===== src/rtl/seq_pkg.sv =====
// Shared encodings for the sequencer datapath and its instruction decoder.
package seq_pkg;

   localparam logic [1:0] A_R    = 2'b00;
   localparam logic [1:0] A_STK  = 2'b01;
   localparam logic [1:0] A_ZERO = 2'b10;
   localparam logic [1:0] A_PC   = 2'b11;

   localparam logic [1:0] B_PC   = 2'b00;
   localparam logic [1:0] B_STK  = 2'b01;
   localparam logic [1:0] B_ZERO = 2'b10;
   localparam logic [1:0] B_D    = 2'b11;

   localparam logic SRC_PC     = 1'b0;
   localparam logic SRC_Y      = 1'b1;

   localparam logic PC_SEL_Y   = 1'b0;
   localparam logic PC_SEL_INC = 1'b1;

   localparam logic RSEL_D     = 1'b0;
   localparam logic RSEL_Y     = 1'b1;

endpackage


===== src/rtl/seq_stack.sv =====
// LIFO return stack: storage, pointer, full/empty and sticky over/underflow.
module seq_stack #(
   parameter  int WIDTH = 8,
   parameter  int DEPTH = 4,
   localparam int SPW   = $clog2(DEPTH + 1)
) (
   input  logic             clk,
   input  logic             rst_n,
   input  logic             clr,
   input  logic             eff_push,
   input  logic             eff_pop,
   input  logic [WIDTH-1:0] din,
   output logic [WIDTH-1:0] top,
   output logic [SPW-1:0]   sp,
   output logic             full,
   output logic             empty,
   output logic             ovf,
   output logic             unf
);

   localparam int IW = (DEPTH > 1) ? $clog2(DEPTH) : 1;

   logic [WIDTH-1:0] mem [DEPTH];
   logic [IW-1:0]    wr_idx;
   logic [IW-1:0]    top_idx;

   // sp is never used as an index when full, and sp-1 never when empty
   assign wr_idx  = IW'(sp);
   assign top_idx = IW'(sp - SPW'(1));
   assign full    = (sp == SPW'(DEPTH));
   assign empty   = (sp == '0);
   assign top     = empty ? '0 : mem[top_idx];

   // Push/pop/replace-top; push+pop on an empty stack degrades to a push
   always_ff @(posedge clk or negedge rst_n) begin
      if (!rst_n) begin
         sp  <= '0;
         ovf <= 1'b0;
         unf <= 1'b0;
         for (int i = 0; i < DEPTH; i++) mem[i] <= '0;
      end else if (clr) begin
         sp  <= '0;
         ovf <= 1'b0;
         unf <= 1'b0;
      end else if (eff_push && eff_pop && !empty) begin
         mem[top_idx] <= din;
      end else if (eff_push) begin
         if (full) begin
            ovf <= 1'b1;
         end else begin
            mem[wr_idx] <= din;
            sp          <= sp + SPW'(1);
         end
      end else if (eff_pop) begin
         if (empty) unf <= 1'b1;
         else       sp  <= sp - SPW'(1);
      end
   end

endmodule


===== src/rtl/sequencer_datapath.sv =====
// Sequencer datapath: PC, R, output register and operand muxes around the return stack.
module sequencer_datapath #(
   parameter  int WIDTH = 8,
   parameter  int DEPTH = 4,
   localparam int SPW   = $clog2(DEPTH + 1)
) (
   input  logic             clk,
   input  logic             rst_n,
   input  logic [WIDTH-1:0] d_in,
   input  logic             rst,
   input  logic             cen,
   input  logic             inc,
   input  logic             pc_mux_sel,
   input  logic             rsel,
   input  logic             rce,
   input  logic [1:0]       a_mux_sel,
   input  logic [1:0]       b_mux_sel,
   input  logic             push,
   input  logic             pop,
   input  logic             stack_we,
   input  logic             stack_re,
   input  logic             src_sel,
   input  logic             out_ce,
   input  logic             oen,
   output logic [WIDTH-1:0] y_out,
   output logic [WIDTH-1:0] pc_out,
   output logic [WIDTH-1:0] r_out,
   output logic [WIDTH-1:0] stack_top,
   output logic [SPW-1:0]   sp_out,
   output logic             full,
   output logic             empty,
   output logic             overflow,
   output logic             underflow
);

   import seq_pkg::*;

   logic [WIDTH-1:0] pc, r, y_reg;
   logic [WIDTH-1:0] a_op, b_op, y;
   logic [WIDTH-1:0] pc_nxt, r_nxt, push_val;
   logic             eff_push, eff_pop;

   // Operand selection and the adder; carry out is dropped
   always_comb begin
      a_op     = '0;
      b_op     = '0;
      pc_nxt   = pc;
      r_nxt    = r;
      push_val = pc;
      case (a_mux_sel)
         A_R:    a_op = r;
         A_STK:  a_op = stack_top;
         A_ZERO: a_op = '0;
         A_PC:   a_op = pc;
      endcase
      case (b_mux_sel)
         B_PC:   b_op = pc;
         B_STK:  b_op = stack_top;
         B_ZERO: b_op = '0;
         B_D:    b_op = d_in;
      endcase
      y = cen ? (a_op + b_op) : b_op;
      case (pc_mux_sel)
         PC_SEL_INC: pc_nxt = pc + WIDTH'(1);
         PC_SEL_Y:   pc_nxt = y;
      endcase
      case (rsel)
         RSEL_Y: r_nxt = y;
         RSEL_D: r_nxt = d_in;
      endcase
      case (src_sel)
         SRC_Y:  push_val = y;
         SRC_PC: push_val = pc;
      endcase
   end

   // PC, R and output register; rst overrides every other strobe
   always_ff @(posedge clk or negedge rst_n) begin
      if (!rst_n) begin
         pc    <= '0;
         r     <= '0;
         y_reg <= '0;
      end else if (rst) begin
         pc    <= '0;
         r     <= '0;
         y_reg <= '0;
      end else begin
         if (inc)    pc    <= pc_nxt;
         if (rce)    r     <= r_nxt;
         if (out_ce) y_reg <= y;
      end
   end

   assign eff_push = push & stack_we;
   assign eff_pop  = pop & stack_re;

   seq_stack #(.WIDTH(WIDTH), .DEPTH(DEPTH)) u_stack (
      .clk      (clk),
      .rst_n    (rst_n),
      .clr      (rst),
      .eff_push (eff_push),
      .eff_pop  (eff_pop),
      .din      (push_val),
      .top      (stack_top),
      .sp       (sp_out),
      .full     (full),
      .empty    (empty),
      .ovf      (overflow),
      .unf      (underflow)
   );

   assign y_out  = oen ? y_reg : '0;
   assign pc_out = pc;
   assign r_out  = r;

endmodule


===== config.mk =====
export PLATFORM = sky130hd
export DESIGN_NAME = sequencer_datapath
export DESIGN_NICKNAME = d
export VERILOG_FILES = /design/src/rtl/seq_pkg.sv /design/src/rtl/seq_stack.sv /design/src/rtl/sequencer_datapath.sv
export SDC_FILE = /design/constraint.sdc
export NUM_CORES = 1
export LEC_CHECK = 0
export BUFFER_PORTS_ARGS = -buffer_cell sky130_fd_sc_hd__buf_2
export CAP_MARGIN = 30
export CORE_UTILIZATION = 42
export DETAILED_ROUTE_END_ITERATION = 6
export PLACE_DENSITY_LB_ADDON = 0.25
export SLEW_MARGIN = 20
export SYNTH_ARGS = -nofsm -noshare
export SYNTH_HDL_FRONTEND = slang
export SYNTH_HIERARCHICAL = 1
export SYNTH_SLANG_ARGS = --single-unit

===== constraint.sdc =====
create_clock -name clk -period 7.6 [get_ports clk]
set_input_delay 1.14 -clock clk [delete_from_list [all_inputs] [get_ports clk]]
set_output_delay 1.14 -clock clk [all_outputs]
set_load 0.1 [all_outputs]

==> metrics.yaml, run 1 <==
power_leakage_nw: 2.22
syn_to_final_growth_pct: 13.8
timing.hold.ws_ns: 0.502
cts_tree: "built"
pre_cts_ws_ns: 3.02
gr-usage-met3_pct: 3.38
setup_ws_ns: 2.98
critPathCaptureType: "register"
finalHoldViolCount: 0
fin_crit_sh_pct: 60.7
yosys.area_share.simple_pct: 14.8
htree_levels: 3
cts_sinks: 61
dp.final_hpwl_um: 8040
arrival_ns: 4.85
synth-xor-area-share_pct: 1.27
antennaDiodeCount: 0
yosysSeqAreaShare_pct: 36.9
synth-adder-area-share_pct: 4.41
design_area_mm2: 0.00471
synth.distinct_cells: 67
cts_root_buf: "clkbuf_8"
use_met1_pct: 30.0
nets: 495
ctsResizeCount: 0
worstReg2RegStart: "u_stack/sp[0]$_DFFE_PN0P_"
die_h_um: 101
synthArstFlopShare_pct: 100
synthMuxAreaShare_pct: 21.5
crit_type: "reg2reg"
synth_cells: 402
regMostFlops: "u_stack/mem"
worst_ep_required_time_ns: 7.83
cts_setup_buffers: 0
rsz0062_at_grt: "no"
ff2ff_path_depth: 14
fmax_mhz: 217
grt_pass1_vias: 3281
path_clk_slew_ns: 0.07
synth_top_family_by_area: "multiplexers"
largest_reg_flops: 32
worstMarginPinSlew_ns: 0.800
clockBufferDepth: 2
io_pins: 66
io_buffers: 65
gp_congestion: 0.870
period_minus_slack_ns: 4.62
drt_iter0_drc: 168
drive_above_1_share_pct: 31.6
firstDrtPassIters: 4
vias: 3336
wl_um: 11100
finalSetupTns_ns: 0
synthFlopType: "dfrtp_1"
core_area_mm2: 0.00937
place_area_mm2: 0.00447
synth_compound_area_share_pct: 15.8
min_from: "u_stack/mem[16]$_DFFE_PN0P_"
grt_remaining_overflow: 0
dieWidth_um: 101
placementRows: 35
status: "finished, final reports clean"
ys_warn_count: 6
cts_hold_buffers: 0
hold_depth: 1
worst_r2r_endpoint: "u_stack/mem[28]$_DFFE_PN0P_"
max_slew_margin_pct: 46.7
final_max_slew_viol_count: 0
hp-class: "reg2reg"
synth_nets: 443
holdPathEnd: "u_stack/mem[16]$_DFFE_PN0P_"
critPathMaxFanout: 13
startpoint_type: "register"
groute.usage.overall_pct: 23.3
worstSkewPairLatency_ns: 0.35
grt_max_degree: 62
cap_violations: 0
fill_cells: 916
fin_skew_ns: 0.00990
cts_buffers: 9
peakVddDrop_mv: 0.119
synth_seq_cells: 61
syn_area_mm2: 0.00414
grt_pass1_wl_um: 17700
ant_nets: 0
total_power_mw: 1.41
setup_viol_count_final: 0
busiest_layer: "met2"
drc: 0
vias_per_cell: 5.67
initial_core_util_pct: 44.2
reg2reg_slack_ns: 2.98
wire_per_inst_um: 18.9
power_density_mw_per_mm2: 300
antenna_found_initial: 0
met2_usage_pct: 38.0
avgSynthCellArea_um2: 10.3
synth_edf_count: 0
dieArea_mm2: 0.0103
worst max-delay path, stage by stage, from the launching register on:
cell and delay [ns]:
dfrtp_1 0.76, inv_1 0.19, ha_1 0.59, mux4_2 0.36
and2_1 0.20, mux2i_1 0.19, o2bb2ai_2 0.09, ha_1 0.22
fa_1 0.43, a21o_1 0.19, a21oi_1 0.28, xnor2_1 0.16
mux2i_1 0.35, a21oi_1 0.18, mux2_2 0.29
how the worst max path moves through the flow:
| stage | from | endpoint | slack [ns] | depth (start not counted) |
|---|---|---|---|---|
| 3_3_place_gp | u_stack/sp[0]$_DFFE_PN0P_ | u_stack/mem[28]$_DFFE_PN0P_ | 3.12 | 14 |
| 4_1_cts | u_stack/sp[0]$_DFFE_PN0P_ | u_stack/mem[28]$_DFFE_PN0P_ | 2.99 | 14 |
| 6_report | u_stack/sp[0]$_DFFE_PN0P_ | u_stack/mem[28]$_DFFE_PN0P_ | 2.98 | 14 |
| 5_1_grt | u_stack/sp[0]$_DFFE_PN0P_ | u_stack/mem[20]$_DFFE_PN0P_ | 2.58 | 14 |
| 3_5_place_dp | u_stack/sp[0]$_DFFE_PN0P_ | u_stack/mem[12]$_DFFE_PN0P_ | 3.02 | 14 |
| 2_1_floorplan | u_stack/sp[0]$_DFFE_PN0P_ | u_stack/mem[15]$_DFFE_PN0P_ | 2.44 | 16 |
through the flow:
| step | cells | util (%) |
|---|---|---|
| after floorplan | 402 | - |
| after global placement | 572 | 47.7 |
| after CTS | 588 | 50.2 |
| final | 588 | 50.2 |
| after global routing | 588 | 50.2 |
| after detailed placement | 572 | 47.7 |
layout make-up:
cell class | count | area, um2 | share of cell area, %
inverter | 15 | 56.3 | 1.20
multi-input combinational | 301 | 2390 | 50.8
clock inverter | 6 | 111 | 2.37
timing repair buffer | 66 | 333 | 7.07
sequential | 61 | 1530 | 32.4
clock buffer | 10 | 128 | 2.71
tap | 129 | 161 | 3.43
cell usage in the layout (no fill, tap or decap), types with 3 or more instances in the layout:
cell	synthesis	final
a211oi_1	7	7
a211oi_2	4	4
a21boi_1	4	4
a21oi_1	15	15
a31oi_1	6	6
and2_1	19	19
buf_2	2	65
bufinv_16	0	3
clkbuf_8	1	9
dfrtp_1	61	61
ha_1	13	13
inv_1	15	15
mux2_1	3	3
mux2_2	36	36
mux2i_1	27	27
mux4_2	8	8
nand2_1	36	36
nand3_1	8	8
nor2_1	28	28
nor2b_1	4	4
nor3b_1	3	3
o21ai_0	13	13
o21ai_1	8	8
o2bb2ai_2	3	3
o31ai_1	5	5
xnor2_1	5	5
layer usage:
metal | wire (um) | part of all wire (%) | up-vias
li1 | - | - | 1558
met2 | 5480 | 49 | 109
met1 | 4790 | 43 | 1644
met4 | 382 | 3.4 | 0
met3 | 486 | 4.4 | 25
met5 | 0 | 0 | -
cell usage after synthesis (11+ instances only):
cell | instances | area [um2]
inv_1 | 15 | 56.3
mux2_2 | 36 | 405
a21oi_1 | 15 | 75.1
o21ai_0 | 13 | 65.1
clkbuf_1 | 11 | 41.3
mux2i_1 | 27 | 270
nand2_1 | 36 | 135
nor2_1 | 28 | 105
ha_1 | 13 | 163
and2_1 | 19 | 119
dfrtp_1 | 61 | 1530
kinds of logic (layout without fill, tap and decap cells):
| group | count (synthesis) | count (layout) |
|---|---|---|
| DFF | 61 | 61 |
| xor gates and xnor gates | 6 | 6 |
| and+or+nand+nor | 119 | 119 |
| muxes | 74 | 74 |
| AOI/OAI and AO/OA | 88 | 88 |
| adders and majority gates | 14 | 14 |
| buffers and inverters | 40 | 97 |
power by group:
group          switching [mW]  internal, mW
combinational           0.399         0.188
clock                   0.143         0.218
sequential             0.0621         0.402
total                   0.604         0.808
Note: power is estimated with default switching activity, not from simulation.
==> run 2: changes to the inputs <==
==> constraint.sdc (replaced) <==
create_clock -name clk -period 3.7 [get_ports clk]
set_input_delay 0.555 -clock clk [delete_from_list [all_inputs] [get_ports clk]]
set_output_delay 0.555 -clock clk [all_outputs]
set_load 0.1 [all_outputs]
==> metrics.yaml, run 2 (synthesis results as in run 1) <==
reg2reg_slack_ns: 0.16  # -2.83 ns
gp_congestion: 0.956  # +9.9%
seqCellArea_mm2: 0.00154  # +0.57%
dp.cells: 577  # +0.87%
fin_crit_sh_pct: 95.8  # +35 points
multi_input_comb_area_mm2: 0.00250  # +4.7%
worstSkewPairLatency_ns: 0.35  # about the same
drt_iter0_drc: 171  # +1.8%
finalNonFillerCells: 594  # +1.0%
startpoint_type: "register"
mostFrequentLayoutCells: "buf_2 (65), dfrtp_1 (58), mux2_2 (35), nand2_1 (34), nor2_1 (28)"
design_area_mm2: 0.00484  # +2.9%
cts_root_buf: "clkbuf_8"
final_max_slew_viol_count: 0  # unchanged
final_common_cell: "buf_2"
ant_nets: 0  # unchanged
worstMarginPinSlew_ns: 0.544  # -0.255 ns
path_clk_slew_ns: 0.07  # about the same
peakVddDrop_mv: 0.211  # +77%
total_power_mw: 2.84  # +100%
grt_max_degree: 40  # -35%
critPathCaptureType: "register"
worst_ep_required_time_ns: 3.92  # -3.91 ns
p_comb_share_pct: 45.9  # +4.4 points
intPower_mw: 1.58  # +96%
finalHoldViolCount: 0  # unchanged
cap_violations: 0  # unchanged
antennaDiodeCount: 0  # unchanged
path_cells: "inv_8 -> ha_4 -> mux4_2 -> and2_4 -> mux2i_1 -> o21ai_0 -> ha_2 -> fa_2 -> a21o_1 -> a21oi_2 -> xnor2_1 -> mux2i_1 -> a21oi_2 -> mux2_2"
setup_viol_count_final: 0  # unchanged
io_pins: 66  # unchanged
drc: 0  # unchanged
max_slew_margin_pct: 63.7  # +17 points
pre_cts_ws_ns: 0.172  # -2.85 ns
wire_per_inst_um: 19.0  # +0.52%
place_area_mm2: 0.00462  # +3.3%
largest_reg_flops: 32  # unchanged
finalSetupTns_ns: 0  # unchanged
worstReg2RegStart: "u_stack/sp[0]$_DFFE_PN0P_"
wl_um: 11300  # +1.5%
critPathMaxFanout: 9  # -4
dieWidth_um: 101  # unchanged
crit_type: "reg2reg"
fin_skew_ns: 0.0142  # +0.00433 ns
firstDrtPassIters: 5  # +1
fmax_mhz: 282  # +30%
timing.hold.ws_ns: 0.0526  # -0.449 ns
groute.usage.overall_pct: 23.2  # -0.15 points
period_minus_slack_ns: 3.54  # -1.07 ns
nets: 501  # +1.2%
drive_above_1_share_pct: 37.8  # +6.3 points
io_buffers: 65  # unchanged
ff2ff_path_depth: 14  # unchanged
vias_per_cell: 5.64  # -0.57%
hp-class: "in2async"
dieArea_mm2: 0.0103  # unchanged
htree_levels: 3  # unchanged
clockBufferDepth: 2  # unchanged
syn_to_final_growth_pct: 17.1
cts_buffers: 9  # unchanged
fin_util_pct: 51.7  # +1.5 points
grt_remaining_overflow: 0  # unchanged
power_frac_seq_pct: 33.3  # +0.4 points
cp_slowest_cell: "dfrtp_4"
clkPwrFrac_pct: 20.7  # -4.9 points
initial_core_util_pct: 44.2  # unchanged
worst_r2r_endpoint: "u_stack/mem[28]$_DFFE_PN0P_"
regMostFlops: "u_stack/mem"
cts_setup_buffers: 0  # unchanged
cts_hold_buffers: 0  # unchanged
power_density_mw_per_mm2: 587  # +96%
swShare_pct: 44.3  # +1.5 points
core_area_mm2: 0.00937  # unchanged
antenna_found_initial: 0  # unchanged
power_leakage_nw: 2.25  # +1.3%
cts_tree: "built"
grt_pass1_wl_um: 17500  # -0.86%
status: "finished, final reports clean"
vias: 3351  # +0.45%
arrival_ns: 3.77  # -1.08 ns
placementRows: 35  # unchanged
dp.final_hpwl_um: 8300  # +3.3%
setup_ws_ns: 0.156  # -2.83 ns
die_h_um: 101  # unchanged
max_stage_delay_ns: 0.52  # -0.24 ns
grt_pass1_vias: 3196  # -2.6%
fill_cells: 887  # -3.2%
cts_sinks: 61  # unchanged
power_switching_mw: 1.26  # +110%
## run 2: cell types whose count changed in the layout (fill, tap and decap cells not counted), moves of 3 or more
cell,before,now
and2_4,1,7
ha_1,13,10
a21oi_1,15,12
dfrtp_1,61,58
and2_1,19,12
buf_4,1,6
clkinv_2,1,4
## run 2: timing repair
item,CTS,global route
setup endpoints to repair,0,12
hold endpoints to repair,0,0
gates resized for setup,0,4
## run 2: worst max-delay path by stage
stage / to / cells past startpoint / startpoint
6_report: u_stack/mem[28]$_DFFE_PN0P_ / 14 / u_stack/sp[0]$_DFFE_PN0P_
5_1_grt: u_stack/mem[28]$_DFFE_PN0P_ / 12 / u_stack/sp[0]$_DFFE_PN0P_
4_1_cts: u_stack/mem[31]$_DFFE_PN0P_ / 13 / u_stack/sp[1]$_DFFE_PN0P_
3_5_place_dp: u_stack/mem[15]$_DFFE_PN0P_ / 13 / u_stack/sp[1]$_DFFE_PN0P_
3_3_place_gp: u_stack/mem[20]$_DFFE_PN0P_ / 14 / u_stack/sp[0]$_DFFE_PN0P_
2_1_floorplan: u_stack/mem[20]$_DFFE_PN0P_ / 16 / u_stack/sp[0]$_DFFE_PN0P_
## run 2: cell type report
cell class	count	area share (%)
Multi-Input combinational cell	301	51.7
Sequential cell	61	31.7
Timing Repair Buffer	72	8.06
Tap cell	129	3.33
Clock buffer	9	2.56
Clock inverter	7	1.37
Inverter	15	1.32
## run 2: power groups by stage
stage	Combinational (mW)	Sequential, mW	Clock [mW]
global route	1.38	0.969	0.638
detailed placement	1.30	0.958	0
global placement	1.28	0.952	0
finish	1.31	0.947	0.589
CTS	1.30	0.946	0.603
floorplan	0.937	1.09	0
## run 2: worst max-delay path: cells and delay by family, from the launching register on
kind,cells,cell delay [ns]
AOI/OAI and AO/OA,4,0.62
xor gates and xnor gates,1,0.12
adders and majority gates,3,0.95
buffers and inverters,1,0.05
DFF,1,0.52
muxes,4,0.98
and+or+nand+nor,1,0.19
## run 2: per-layer routing
| metal | up-vias | GRT usage, % | share of wire [%] |
|---|---|---|---|
| met4 | 0 | 10.8 | 3.3 |
| met5 | - | 0 | 0 |
| li1 | 1571 | - | - |
| met3 | 26 | 3.45 | 5.0 |
| met1 | 1644 | 29.1 | 43 |
| met2 | 110 | 39.4 | 49 |
==> run 3: changes to the inputs <==
--- a/config.mk
+++ b/config.mk
@@ -9,7 +9,9 @@
 export CAP_MARGIN = 30
 export CORE_UTILIZATION = 42
 export DETAILED_ROUTE_END_ITERATION = 6
+export GPL_TIMING_DRIVEN = 0
 export PLACE_DENSITY_LB_ADDON = 0.25
+export SETUP_SLACK_MARGIN = 0.15
 export SLEW_MARGIN = 20
 export SYNTH_ARGS = -nofsm -noshare
 export SYNTH_HDL_FRONTEND = slang
==> metrics.yaml, run 3 (synthesis results as in run 1) <==
rsz0062_at_grt: "yes"
fill_cells: 844  # -4.8%
ant_nets: 0  # unchanged
cp_slowest_cell: "dfrtp_4"
placementRows: 35  # unchanged
arrival_ns: 3.80  # +0.03 ns
largest_reg_flops: 32  # unchanged
core_area_mm2: 0.00937  # unchanged
cts_buffers: 9  # unchanged
max_stage_delay_ns: 0.49  # -0.03 ns
hp-class: "in2async"
worstSkewPairLatency_ns: 0.35  # about the same
grt_pass1_vias: 3342  # +4.6%
grt_remaining_overflow: 0  # unchanged
finalHoldViolCount: 0  # unchanged
setup_ws_ns: 0.183  # +0.0275 ns
path_cells: "buf_12 -> clkinv_8 -> ha_4 -> clkbuf_16 -> mux4_2 -> and2_4 -> mux2i_1 -> o21ai_0 -> ha_1 -> a21oi_1 -> o21ai_2 -> o211a_1 -> o21a_4 -> o31ai_4 -> mux2_4"
io_pins: 66  # unchanged
firstDrtPassIters: 5  # unchanged
path_delay_family: "compound AO/OA/AOI/OAI gates"
crit_type: "reg2reg"
htree_levels: 3  # unchanged
wl_um: 11700  # +3.1%
clockBufferDepth: 2  # unchanged
dieWidth_um: 101  # unchanged
io_buffers: 60  # -7.7%
fin_skew_ns: 0.0140  # -0.000246 ns
dp.cells: 592  # +2.6%
regMostFlops: "u_stack/mem"
wire_per_inst_um: 18.5  # -2.8%
vias_per_cell: 5.57  # -1.3%
power_density_mw_per_mm2: 583  # -0.58%
finalNonFillerCells: 630  # +6.1%
peakVddDrop_mv: 0.259  # +23%
drc: 0  # unchanged
groute.usage.overall_pct: 23.3  # +0.070 points
path_clk_slew_ns: 0.08  # about the same
busiest_layer: "met2"
use_met1_pct: 30.8  # +1.6 points
place_area_mm2: 0.00476  # +3.1%
grt_max_degree: 42  # +5.0%
dp.final_hpwl_um: 8200  # -1.3%
status: "finished, final reports clean"
power_leakage_nw: 2.46  # +9.3%
dieArea_mm2: 0.0103  # unchanged
design_area_mm2: 0.00531  # +9.6%
critPathCaptureType: "register"
final_common_cell: "buf_2"
met2_usage_pct: 38.7  # -0.73 points
cts_root_buf: "clkbuf_8"
die_h_um: 101  # unchanged
fin_crit_sh_pct: 95.1  # -0.74 points
antennaDiodeCount: 0  # unchanged
initial_core_util_pct: 44.2  # unchanged
worst-path-buf-inv: 3  # +2
syn_to_final_growth_pct: 28.3
startpoint_type: "register"
pre_cts_ws_ns: -0.313  # -0.485 ns
drive_above_1_share_pct: 42.9  # +5.1 points
cts_sinks: 61  # unchanged
antenna_found_initial: 0  # unchanged
nets: 538  # +7.4%
critPathMaxFanout: 7  # -2
finalSetupTns_ns: 0  # unchanged
cap_violations: 0  # unchanged
vias: 3507  # +4.7%
setup_viol_count_final: 0  # unchanged
final_max_slew_viol_count: 0  # unchanged
period_minus_slack_ns: 3.52  # -0.0275 ns
seqCellArea_mm2: 0.00154  # unchanged
gr-usage-met3_pct: 3.38  # -0.069 points
grt_pass1_wl_um: 17800  # +1.9%
drt_iter0_drc: 155  # -9.4%
gp_congestion: 0.895  # -6.4%
multi_input_comb_area_mm2: 0.00264  # +5.2%
max_slew_margin_pct: 58.2  # -5.5 points
worstMarginPinSlew_ns: 0.627  # +0.0831 ns
cts_hold_buffers: 0  # unchanged
worst_ep_required_time_ns: 3.98  # +0.06 ns
mostFrequentLayoutCells: "buf_2 (60), dfrtp_1 (58), nand2_1 (31), nor2_1 (28), mux2_2 (28)"
fmax_mhz: 284  # +0.78%
cts_tree: "built"
[run 3: worst register-to-register path, stage by stage, from the launching register on]
cell,delay (ns)
dfrtp_4,0.49
buf_12,0.14
clkinv_8,0.04
ha_4,0.18
clkbuf_16,0.15
mux4_2,0.30
and2_4,0.19
mux2i_1,0.17
o21ai_0,0.11
ha_1,0.35
a21oi_1,0.23
o21ai_2,0.10
o211a_1,0.28
o21a_4,0.24
o31ai_4,0.30
mux2_4,0.20
[run 3: path summary, 6_finish.rpt]
check | startpoint | end | slack (ns) | depth (start not counted)
worst max-delay path | u_stack/sp[0]$_DFFE_PN0P_ | u_stack/mem[15]$_DFFE_PN0P_ | 0.18 | 15
worst min-delay path | rst_n | r_out[3]$_DFFE_PN0P_ | 0.10 | 1
worst max register to register | u_stack/sp[0]$_DFFE_PN0P_ | u_stack/mem[15]$_DFFE_PN0P_ | 0.18 | 15
worst min register to register | u_stack/mem[8]$_DFFE_PN0P_ | u_stack/mem[8]$_DFFE_PN0P_ | 0.49 | 1
max in group asynchronous | rst_n | u_stack/sp[1]$_DFFE_PN0P_ | 3.05 | 2
min in group clk | u_stack/mem[8]$_DFFE_PN0P_ | u_stack/mem[8]$_DFFE_PN0P_ | 0.49 | 1
[run 3: layout make-up]
cell class,count,area share (%)
inverters,15,1.30
plain buffers,25,3.77
repair buffers,84,9.33
flip-flops and latches,61,28.9
multi-input cells,301,49.6
well taps,129,3.04
clock inverters,4,1.37
clock buffers,11,2.66
[run 3: where the power goes]
group / internal [mW] / switching [mW] / leakage [nW]
sequential: 0.833 / 0.0926 / 0.814
combinational: 0.573 / 0.934 / 1.54
clock: 0.393 / 0.272 / 0.105
[run 3: repair_timing]
item	4_1_cts	5_1_grt
gates resized for setup	17	17
pin swaps	16	13
setup endpoints to repair	26	25
buffers inserted	14	9
[run 3: metal layers]
metal  vias to the layer above  wire length, um
li1                       1643                -
met1                      1744             5090
met3                        17              606
met5                         -                0
met4                         0              218
met2                       103             5750
[run 3: metrics by stage]
step,total power [mW],hold slack (ns),util (%)
after floorplan,2.02,0.259,-
after global placement,2.26,0.466,50.6
after detailed placement,2.30,0.478,50.8
after CTS,3.05,0.102,55.1
after global routing,3.24,0.112,56.7
final,3.10,0.100,56.7
